<file path="config.mk">
export PLATFORM = sky130hd
export DESIGN_NAME = tracker_policy
export DESIGN_NICKNAME = d
export VERILOG_FILES = /design/src/rtl/tracker_policy.sv
export SDC_FILE = /design/constraint.sdc
export NUM_CORES = 1
export LEC_CHECK = 0
export BUFFER_PORTS_ARGS = -buffer_cell sky130_fd_sc_hd__buf_2
export CELL_PAD_IN_SITES_DETAIL_PLACEMENT = 0
export CELL_PAD_IN_SITES_GLOBAL_PLACEMENT = 1
export CORE_MARGIN = 2
export CORE_UTILIZATION = 35
export DETAILED_ROUTE_END_ITERATION = 10
export PLACE_DENSITY_LB_ADDON = 0.1
export SLEW_MARGIN = 40
export SYNTH_ARGS = -nofsm -noshare
export SYNTH_HDL_FRONTEND = slang
export SYNTH_SLANG_ARGS = --single-unit
</file>
<file path="constraint.sdc">
create_clock -name clk -period 2.7 [get_ports clk]
set_clock_uncertainty 0.05 [all_clocks]
set_input_delay 0.54 -clock clk [delete_from_list [all_inputs] [get_ports clk]]
set_output_delay 0.54 -clock clk [all_outputs]
set_load 0.02 [all_outputs]
</file>
<file path="src/rtl/tracker_policy.sv">
// tracker_policy: N-sensor line-tracking policy engine.
// Debounces each raw sensor, reduces the debounced vector to a steering
// decision, coasts through short line losses, searches in the last known
// turn direction for a bounded time, then stops with a sticky fault.
module tracker_policy #(
    parameter int N_SENSORS       = 3,
    parameter int DEBOUNCE_CYCLES = 4,
    parameter int LOST_CYCLES     = 20000000,
    parameter int SEARCH_CYCLES   = 40000000,
    parameter int CNT_W           = 26
) (
    input  logic                 clk,
    input  logic                 reset,
    input  logic [N_SENSORS-1:0] sensor,
    input  logic                 start_move,
    input  logic                 stop_req,
    output logic [1:0]           state,
    output logic [1:0]           pre_state,
    output logic                 searching,
    output logic                 fault,
    output logic [N_SENSORS-1:0] sensor_db
);

    localparam int C    = (N_SENSORS - 1) / 2;
    localparam int DB_W = (DEBOUNCE_CYCLES > 1) ? $clog2(DEBOUNCE_CYCLES) : 1;

    localparam logic [DB_W-1:0]  DB_LAST     = DB_W'(DEBOUNCE_CYCLES - 1);
    localparam logic [CNT_W-1:0] LOST_LAST   = CNT_W'(LOST_CYCLES - 1);
    localparam logic [CNT_W-1:0] SEARCH_LAST = CNT_W'(SEARCH_CYCLES - 1);

    typedef enum logic [2:0] {
        S_STOP,
        S_STRAIGHT,
        S_LEFT,
        S_RIGHT,
        S_SEARCH
    } fsm_t;

    fsm_t             fsm_q, fsm_d;
    logic             last_dir_q, last_dir_d;   // 0 = left, 1 = right
    logic [CNT_W-1:0] lost_q, lost_d;
    logic [CNT_W-1:0] search_q, search_d;
    logic             fault_d;
    logic [1:0]       state_d;
    logic [DB_W-1:0]  db_cnt [N_SENSORS];

    // Motor command code for an internal state; SEARCH reuses the turn codes.
    function automatic logic [1:0] encode(input fsm_t f, input logic dir);
        case (f)
            S_STRAIGHT: encode = 2'b11;
            S_LEFT:     encode = 2'b10;
            S_RIGHT:    encode = 2'b01;
            S_SEARCH:   encode = dir ? 2'b01 : 2'b10;
            default:    encode = 2'b00;
        endcase
    endfunction

    // Steering decision from the weight of sensors left and right of centre.
    function automatic fsm_t policy(input logic [N_SENSORS-1:0] s);
        int l;
        int r;
        l = 0;
        r = 0;
        for (int i = C + 1; i < N_SENSORS; i++) l = l + int'(s[i]);
        for (int i = 0; i < C; i++)             r = r + int'(s[i]);
        if (l > r)      policy = S_LEFT;
        else if (r > l) policy = S_RIGHT;
        else            policy = S_STRAIGHT;
    endfunction

    // Per-bit debounce: accept a change after DEBOUNCE_CYCLES mismatching edges.
    always_ff @(posedge clk) begin
        // NOTE: state registers use non-blocking assignment so every flop
        // samples pre-edge values regardless of statement order.
        if (reset) begin
            sensor_db <= '0;
            for (int i = 0; i < N_SENSORS; i++) db_cnt[i] <= '0;
        end else begin
            for (int i = 0; i < N_SENSORS; i++) begin
                if (sensor[i] != sensor_db[i]) begin
                    if (db_cnt[i] == DB_LAST) begin
                        sensor_db[i] <= sensor[i];
                        db_cnt[i]    <= '0;
                    end else begin
                        db_cnt[i] <= db_cnt[i] + 1'b1;
                    end
                end else begin
                    db_cnt[i] <= '0;
                end
            end
        end
    end

    // Next-state, counter and fault logic for the motion FSM.
    always_comb begin
        // NOTE: every target gets a default first so no path leaves it
        // unassigned, which would otherwise infer a latch.
        fsm_d    = fsm_q;
        lost_d   = lost_q;
        search_d = search_q;
        fault_d  = fault;

        if (stop_req) begin
            fsm_d    = S_STOP;
            lost_d   = '0;
            search_d = '0;
        end else begin
            case (fsm_q)
                S_STOP: begin
                    if (start_move && sensor_db != '0) begin
                        fsm_d   = S_STRAIGHT;
                        fault_d = 1'b0;
                    end
                end
                S_STRAIGHT, S_LEFT, S_RIGHT: begin
                    if (sensor_db != '0) begin
                        fsm_d  = policy(sensor_db);
                        lost_d = '0;
                    end else if (lost_q == LOST_LAST) begin
                        fsm_d  = S_SEARCH;
                        lost_d = '0;
                    end else begin
                        lost_d = lost_q + 1'b1;
                    end
                end
                S_SEARCH: begin
                    if (sensor_db != '0) begin
                        fsm_d    = policy(sensor_db);
                        search_d = '0;
                    end else if (search_q == SEARCH_LAST) begin
                        fsm_d    = S_STOP;
                        fault_d  = 1'b1;
                        search_d = '0;
                    end else begin
                        search_d = search_q + 1'b1;
                    end
                end
                default: fsm_d = S_STOP;
            endcase
        end

        case (fsm_d)
            S_LEFT:  last_dir_d = 1'b0;
            S_RIGHT: last_dir_d = 1'b1;
            default: last_dir_d = last_dir_q;
        endcase

        state_d = encode(fsm_d, last_dir_d);
    end

    // FSM, counters, direction memory and command history registers.
    always_ff @(posedge clk) begin
        if (reset) begin
            fsm_q      <= S_STOP;
            last_dir_q <= 1'b0;
            lost_q     <= '0;
            search_q   <= '0;
            fault      <= 1'b0;
            pre_state  <= 2'b00;
        end else begin
            fsm_q      <= fsm_d;
            last_dir_q <= last_dir_d;
            lost_q     <= lost_d;
            search_q   <= search_d;
            fault      <= fault_d;
            if (state_d != state) pre_state <= state;
        end
    end

    // Outputs decode registered state only; no input reaches them directly.
    assign state     = encode(fsm_q, last_dir_q);
    assign searching = (fsm_q == S_SEARCH);

endmodule

</file>
==> results of run 1 <==
registers in the layout, indices dropped and copies added (netlist names):
signal,cells
fault,1
fsm_q,3
db_cnt,6
lost_q,26
last_dir_q,1
search_q,26
pre_state,2
sensor_db,3
metrics by stage:
step | instances | total power, mW | cell area, um2 | hold slack [ps]
final | 651 | 1.98 | 4250 | 419
after global routing | 651 | 2.07 | 4250 | 413
after CTS | 651 | 2.02 | 4250 | 405
after detailed placement | 636 | 1.20 | 4060 | 420
after global placement | 636 | 1.20 | 4060 | 416
after floorplan | 492 | 1.15 | 3750 | 397
power groups by stage:
stage	sequential, mW	clock (mW)	combinational [mW]
2_1_floorplan	1.06	0	0.0871
3_3_place_gp	1.06	0	0.140
3_5_place_dp	1.06	0	0.139
4_1_cts	1.04	0.845	0.139
5_1_grt	1.04	0.877	0.154
6_report	1.04	0.810	0.138
layer usage:
layer	wire, um	part of all wire [%]	track usage, %	vias up
met1	4670	48	22.2	1692
li1	-	-	-	1836
met4	191	2.0	8.72	0
met5	0	0	0	-
met2	4490	46	28.5	67
met3	327	3.4	2.91	15
area by class of cell:
type / instances / share of cell area (%)
clock inverter: 1 / 0.118
sequential: 68 / 33.5
timing repair buffer: 35 / 6.19
multi-input combinational: 389 / 51.2
tap: 136 / 4.01
clock buffer: 14 / 4.30
inverter: 8 / 0.707
synthesized netlist by cell type, types with 2 or more instances:
master	number	area share [%]
buf_6	2	0.60
edfxtp_1	6	4.8
o21ai_1	2	0.27
nand2b_1	7	1.2
mux2i_1	4	1.1
nor2_1	64	6.4
a31oi_1	11	1.8
o31a_1	3	0.70
a21oi_1	57	7.6
nor4_1	13	2.2
a211oi_1	4	0.80
inv_1	8	0.80
nand4_1	10	1.7
a311oi_1	11	2.6
nand4b_1	8	1.9
dfxtp_1	62	33
ha_1	6	2.0
and2_1	4	0.67
nor3_2	2	0.54
or4_1	2	0.40
o21ai_0	42	5.6
nand3_1	17	2.3
nand2_1	40	4.0
buf_1	2	0.20
xnor2_1	3	0.70
and3_1	8	1.3
or3_1	10	1.7
nand3b_1	6	1.2
nor3b_1	6	1.2
nor2b_1	5	0.84
clkbuf_1	18	1.8
buf_2	5	0.67
a22oi_1	2	0.40
o21a_1	4	0.80
nor3_1	15	2.0
or2_2	4	0.67
cell families after synthesis:
logic type / Yosys count / synth area share [%]
flops: 68 / 38.1
compound gates: 144 / 22.4
other cells: 1 / 0.101
mux: 4 / 1.07
fa+ha+maj: 6 / 2.01
simple gates: 226 / 31.5
xor+xnor: 3 / 0.704
buf+inv: 35 / 4.09
critical path, stage by stage, from the launching register on:
cell and delay [ps]:
dfxtp_1 390, ha_1 210, nand3_2 90, or4_4 550, o31a_1 340, buf_4 160
o21ai_1 220, o22a_1 200, a21oi_1 70, nor3_1 160
final timing paths:
| path | end | slack, ps | cells past startpoint |
|---|---|---|---|
| max reg2reg | pre_state[0] | 180 | 9 |
| min | sensor_db[1] | 420 | 3 |
| max | pre_state[0] | 180 | 9 |
| min reg2reg | search_q[25] | 440 | 1 |
==> flow_metrics.env, run 1 <==
export IMPL_setup_viol=0
export IMPL_grt_ovfl_total=0
export IMPL_worst_min_path_start="sensor[1]"
export IMPL_synth_seq_area_share_pct=38.1
export IMPL_finalMaxSlewViolations=0
export IMPL_static_leakage_power_nw=1.33
export IMPL_p_int_mw=1.51
export IMPL_maxSlewHeadroom_pct=56.0
export IMPL_maxCapViolCount=0
export IMPL_insertion_delay_ps=340
export IMPL_boundaryPins=16
export IMPL_overall_global_routing_resource_usage_pct=17.4
export IMPL_yosysWarnings=0
export IMPL_final_net_count=524
export IMPL_reg_to_reg_start="search_q[0]"
export IMPL_antenna_found_initial=0
export IMPL_cts_root_buffer_cell="clkbuf_8"
export IMPL_ys_seq_elements=68
export IMPL_unrepaired_setup_endpoints_after_global_routing="no"
export IMPL_max_freq_mhz=398
export IMPL_filler_cell_count=1049
export IMPL_placeableCoreArea_um2=10300
export IMPL_worstHoldPathType="in2reg"
export IMPL_tightestPinTransition_ps=658
export IMPL_wirelength_mm=9.68
export IMPL_final_cell_mix="nor2_1, dfxtp_1, a21oi_1, o21ai_0, nand2_1"
export IMPL_crit_required_ps=2920
export IMPL_synth_ff_type="dfxtp_1"
export IMPL_final_seq_area_um2=1420
export IMPL_power_frac_comb_pct=7.0
export IMPL_post_route_min_period_ps=2520
export IMPL_final_setup_worst_slack_ps=185
export IMPL_fin_setup_tns_ps=0
export IMPL_number_of_unique_standard_cell_types_used_by_synthesis=50
export IMPL_dieArea_um2=11500
export IMPL_cts_made_buffers=9
export IMPL_synth_area_um2=3730
export IMPL_effective_utilization_at_floorplan_pct=36.1
export IMPL_detailed_place_hpwl_mm=6.46
export IMPL_layout_drive_gt1_share_pct=11.3
export IMPL_drt_wirelength_per_cell_um=14.9
export IMPL_synth_enable_flop_cells=6
export IMPL_dieHeight_um=107
export IMPL_criticalPathCategory="reg2reg"
export IMPL_postCtsSetupBuffers=0
export IMPL_clock_power_share_pct=40.8
export IMPL_worst_setup_end_kind="register"
export IMPL_tritoncts="built"
export IMPL_pwr_share_seq_pct=52.2
export IMPL_syn_instance_count=487
export IMPL_crit_start="search_q[0]"
export IMPL_finalHoldViolCount=0
export IMPL_antenna_left=0
export IMPL_drt_pass1_iterations=6
export IMPL_number_of_antenna_diodes=0
export IMPL_swShare_pct=24.1
export IMPL_dr_drc_count=0
export IMPL_power_per_cell_area_nw_per_um2=467
export IMPL_grt_first_pass_wirelength_mm=16.2
export IMPL_final_core_utilization_pct=41.1
export IMPL_multiInputGateArea_um2=2180
export IMPL_syn_mean_instance_area_um2=7.66
export IMPL_drt_iter0_drc=191
export IMPL_post_cts_hold_buffer_count=0
export IMPL_clk_pin_slew_ps=70
export IMPL_ctsResizeCount=0
export IMPL_cts_htree_levels=3
export IMPL_dp_worst_setup_slack_ps=189
export IMPL_post_route_period_util_pct=93.2
export IMPL_worst_setup_path_start_kind="register"
export IMPL_power_net_switching_uw=478
export IMPL_pin_count_of_the_biggest_net_entering_global_routing=53
export IMPL_arrival_ps=2730
export IMPL_cts_sinks=68
export IMPL_area_delta_synth_final_pct=13.8
export IMPL_cts_root_to_sink_buffers=2
export IMPL_synthArstFlopShare_pct=0
export IMPL_drt_vias_per_instance=5.55
export IMPL_place_gp_congestion=0.868
export IMPL_fp_row_count=37
export IMPL_io_buffers=15
export IMPL_detailroute_via_count=3610
export IMPL_vdd_drop_max_v=0.000189
export IMPL_layout_cells_most_common="nor2_1"
export IMPL_grt_pass1_vias=3392
export IMPL_path_max_fanout=5
export IMPL_die_width_um=107
export IMPL_run_status="complete, no violations"
(Power assumes the default switching activity.)
==> run 2, diff against run 1 <==
CORE_ASPECT_RATIO = 0.5   (was unset)
==> run 2 against run 1 <==
Largest cell class unchanged. Combinational power is essentially flat. Highest routed layer unchanged. Sequential share of layout area shrank 0.88 points. Count of clock-buffer cells in the layout shrank 5. Maximum frequency grew 0.87%. Critical endpoint is now search_q[17]. Register-to-register slack gained 20 ps. Clock power grew 46%. Critical path depth shrank 1. Global-route usage grew 0.95 points. Power grew 18%.
==> flow_metrics.env, run 2 (same netlist as run 1, synthesis figures left out) <==
export IMPL_worst_setup_end_kind="register"
export IMPL_drt_wirelength_per_cell_um=15.0
export IMPL_reg_to_reg_start="search_q[0]"
export IMPL_area_delta_synth_final_pct=16.9
export IMPL_run_status="complete, no violations"
export IMPL_pin_count_of_the_biggest_net_entering_global_routing=36
export IMPL_post_route_min_period_ps=2490
export IMPL_stdcell_count=656
export IMPL_dieArea_um2=11600
export IMPL_unrepaired_setup_endpoints_after_global_routing="no"
export IMPL_path_max_fanout=12
export IMPL_finalMaxSlewViolations=0
export IMPL_number_of_antenna_diodes=0
export IMPL_arrival_ps=2650
export IMPL_worst_r2r_cell_count=8
export IMPL_max_freq_mhz=401
export IMPL_drt_iter0_drc=156
export IMPL_static_leakage_power_nw=1.37
export IMPL_worstPathCellList="ha_1 -> nand3_2 -> or4_4 -> o31a_1 -> and2_2 -> buf_4 -> a21oi_1 -> a211oi_1"
export IMPL_overall_global_routing_resource_usage_pct=18.4
export IMPL_worstHoldPathType="in2reg"
export IMPL_postCtsSetupBuffers=0
export IMPL_worst_setup_path_start_kind="register"
export IMPL_detailroute_via_count=3537
export IMPL_worst_r2r_endpoint="search_q[17]"
export IMPL_r2r_slack_ps=210
export IMPL_detailed_place_hpwl_mm=6.53
export IMPL_worstHoldPathCells=3
export IMPL_tritoncts="built"
export IMPL_setup_viol=0
export IMPL_fin_setup_tns_ps=0
export IMPL_cts_sinks=68
export IMPL_cts_htree_levels=3
export IMPL_final_cell_mix="nor2_1, dfxtp_1, a21oi_1, o21ai_0, nand2_1"
export IMPL_dpl_cell_count=640
export IMPL_finalHoldViolCount=0
export IMPL_maxSlewHeadroom_pct=53.4
export IMPL_layout_cells_most_common="nor2_1"
export IMPL_whs_endpoint="sensor_db[0]"
export IMPL_io_buffers=15
export IMPL_cts_root_buffer_cell="clkbuf_16"
export IMPL_post_route_period_util_pct=92.3
export IMPL_cts_made_buffers=9
export IMPL_tightestPinTransition_ps=696
export IMPL_biggestRegsByFlops="lost_q x26, search_q x26, db_cnt x6"
export IMPL_grt_ovfl_total=0
export IMPL_dieHeight_um=77.0
export IMPL_antenna_left=0
export IMPL_wirelength_mm=9.84
export IMPL_criticalPathCategory="reg2reg"
export IMPL_placeableCoreArea_um2=10300
export IMPL_placed_area_um2=4070
export IMPL_maxCapViolCount=0
export IMPL_effective_utilization_at_floorplan_pct=36.3
export IMPL_drt_pass1_iterations=4
export IMPL_clk_pin_slew_ps=60
export IMPL_vdd_drop_max_v=0.000290
export IMPL_cts_root_to_sink_buffers=2
export IMPL_boundaryPins=16
export IMPL_grt_first_pass_wirelength_mm=16.9
export IMPL_timing_critical_path_slowest_stage_cell="or4_4"
export IMPL_insertion_delay_ps=340
export IMPL_antenna_found_initial=0
export IMPL_power_per_cell_area_nw_per_um2=539
export IMPL_finish_instance_area_um2=4360
export IMPL_filler_cell_count=1105
export IMPL_slowest_delay_ps=580
export IMPL_place_gp_congestion=0.840
export IMPL_crit_required_ps=2860
export IMPL_layout_drive_gt1_share_pct=11.8
export IMPL_final_net_count=524
export IMPL_grt_pass1_vias=3378
export IMPL_die_width_um=150
export IMPL_dr_drc_count=0
export IMPL_hold_worst_slack_ps=418
export IMPL_fp_row_count=26
export IMPL_final_core_utilization_pct=42.4
export IMPL_worst_min_path_start="sensor[0]"
export IMPL_drt_vias_per_instance=5.39
[run 2: worst max path at each step]
stage,startpoint,endpoint,slack [ps],depth (start not counted)
after floorplan,search_q[0],search_q[4],300,9
after global placement,search_q[0],pre_state[1],190,8
after detailed placement,search_q[0],search_q[17],140,8
after CTS,search_q[0],search_q[17],120,8
after global routing,search_q[0],search_q[24],40,8
final,search_q[0],search_q[17],210,8
[run 2: through the flow]
| step | power [mW] | worst slack, ps |
|---|---|---|
| final | 2.35 | 207 |
| after global routing | 2.46 | 36.2 |
| after CTS | 2.39 | 119 |
| after detailed placement | 1.20 | 139 |
| after global placement | 1.20 | 185 |
| after floorplan | 1.15 | 304 |
[run 2: timing repair]
item / CTS / global route
endpoints found under the hold margin: 0 / 0
endpoints found under the setup margin: 0 / 6
hold buffers: 0 / 0
gates resized for setup: 0 / 2
[run 2: layout make-up]
cell class / count / area (um2) / share of cell area, %
Multi-Input combinational cell: 389 / 2180 / 50.0
Sequential cell: 68 / 1420 / 32.6
Timing Repair Buffer: 35 / 263 / 6.02
Clock buffer: 9 / 225 / 5.16
Tap cell: 140 / 175 / 4.01
Clock inverter: 7 / 67.6 / 1.55
Inverter: 8 / 30.0 / 0.688
[run 2: report_power, final]
part | internal (mW) | total, mW | switching (mW)
Sequential | 1.03 | 1.04 | 0.00656
Clock | 0.709 | 1.18 | 0.466
Combinational | 0.0502 | 0.140 | 0.0898
[run 2: per-layer routing]
layer | GRT usage [%] | vias up | part of all wire, %
met5 | 0 | - | 0
met4 | 4.53 | 0 | 1.0
met3 | 5.00 | 10 | 3.1
met2 | 28.6 | 33 | 43
met1 | 25.3 | 1647 | 53
li1 | - | 1847 | -
[run 2: worst max-delay path, delay by kind of cell (launching register included)]
kind	cells	cell delay, ps
simple gates	3	960
flops	1	390
buf+inv	1	200
compound gates	3	540
fa+ha+maj	1	220
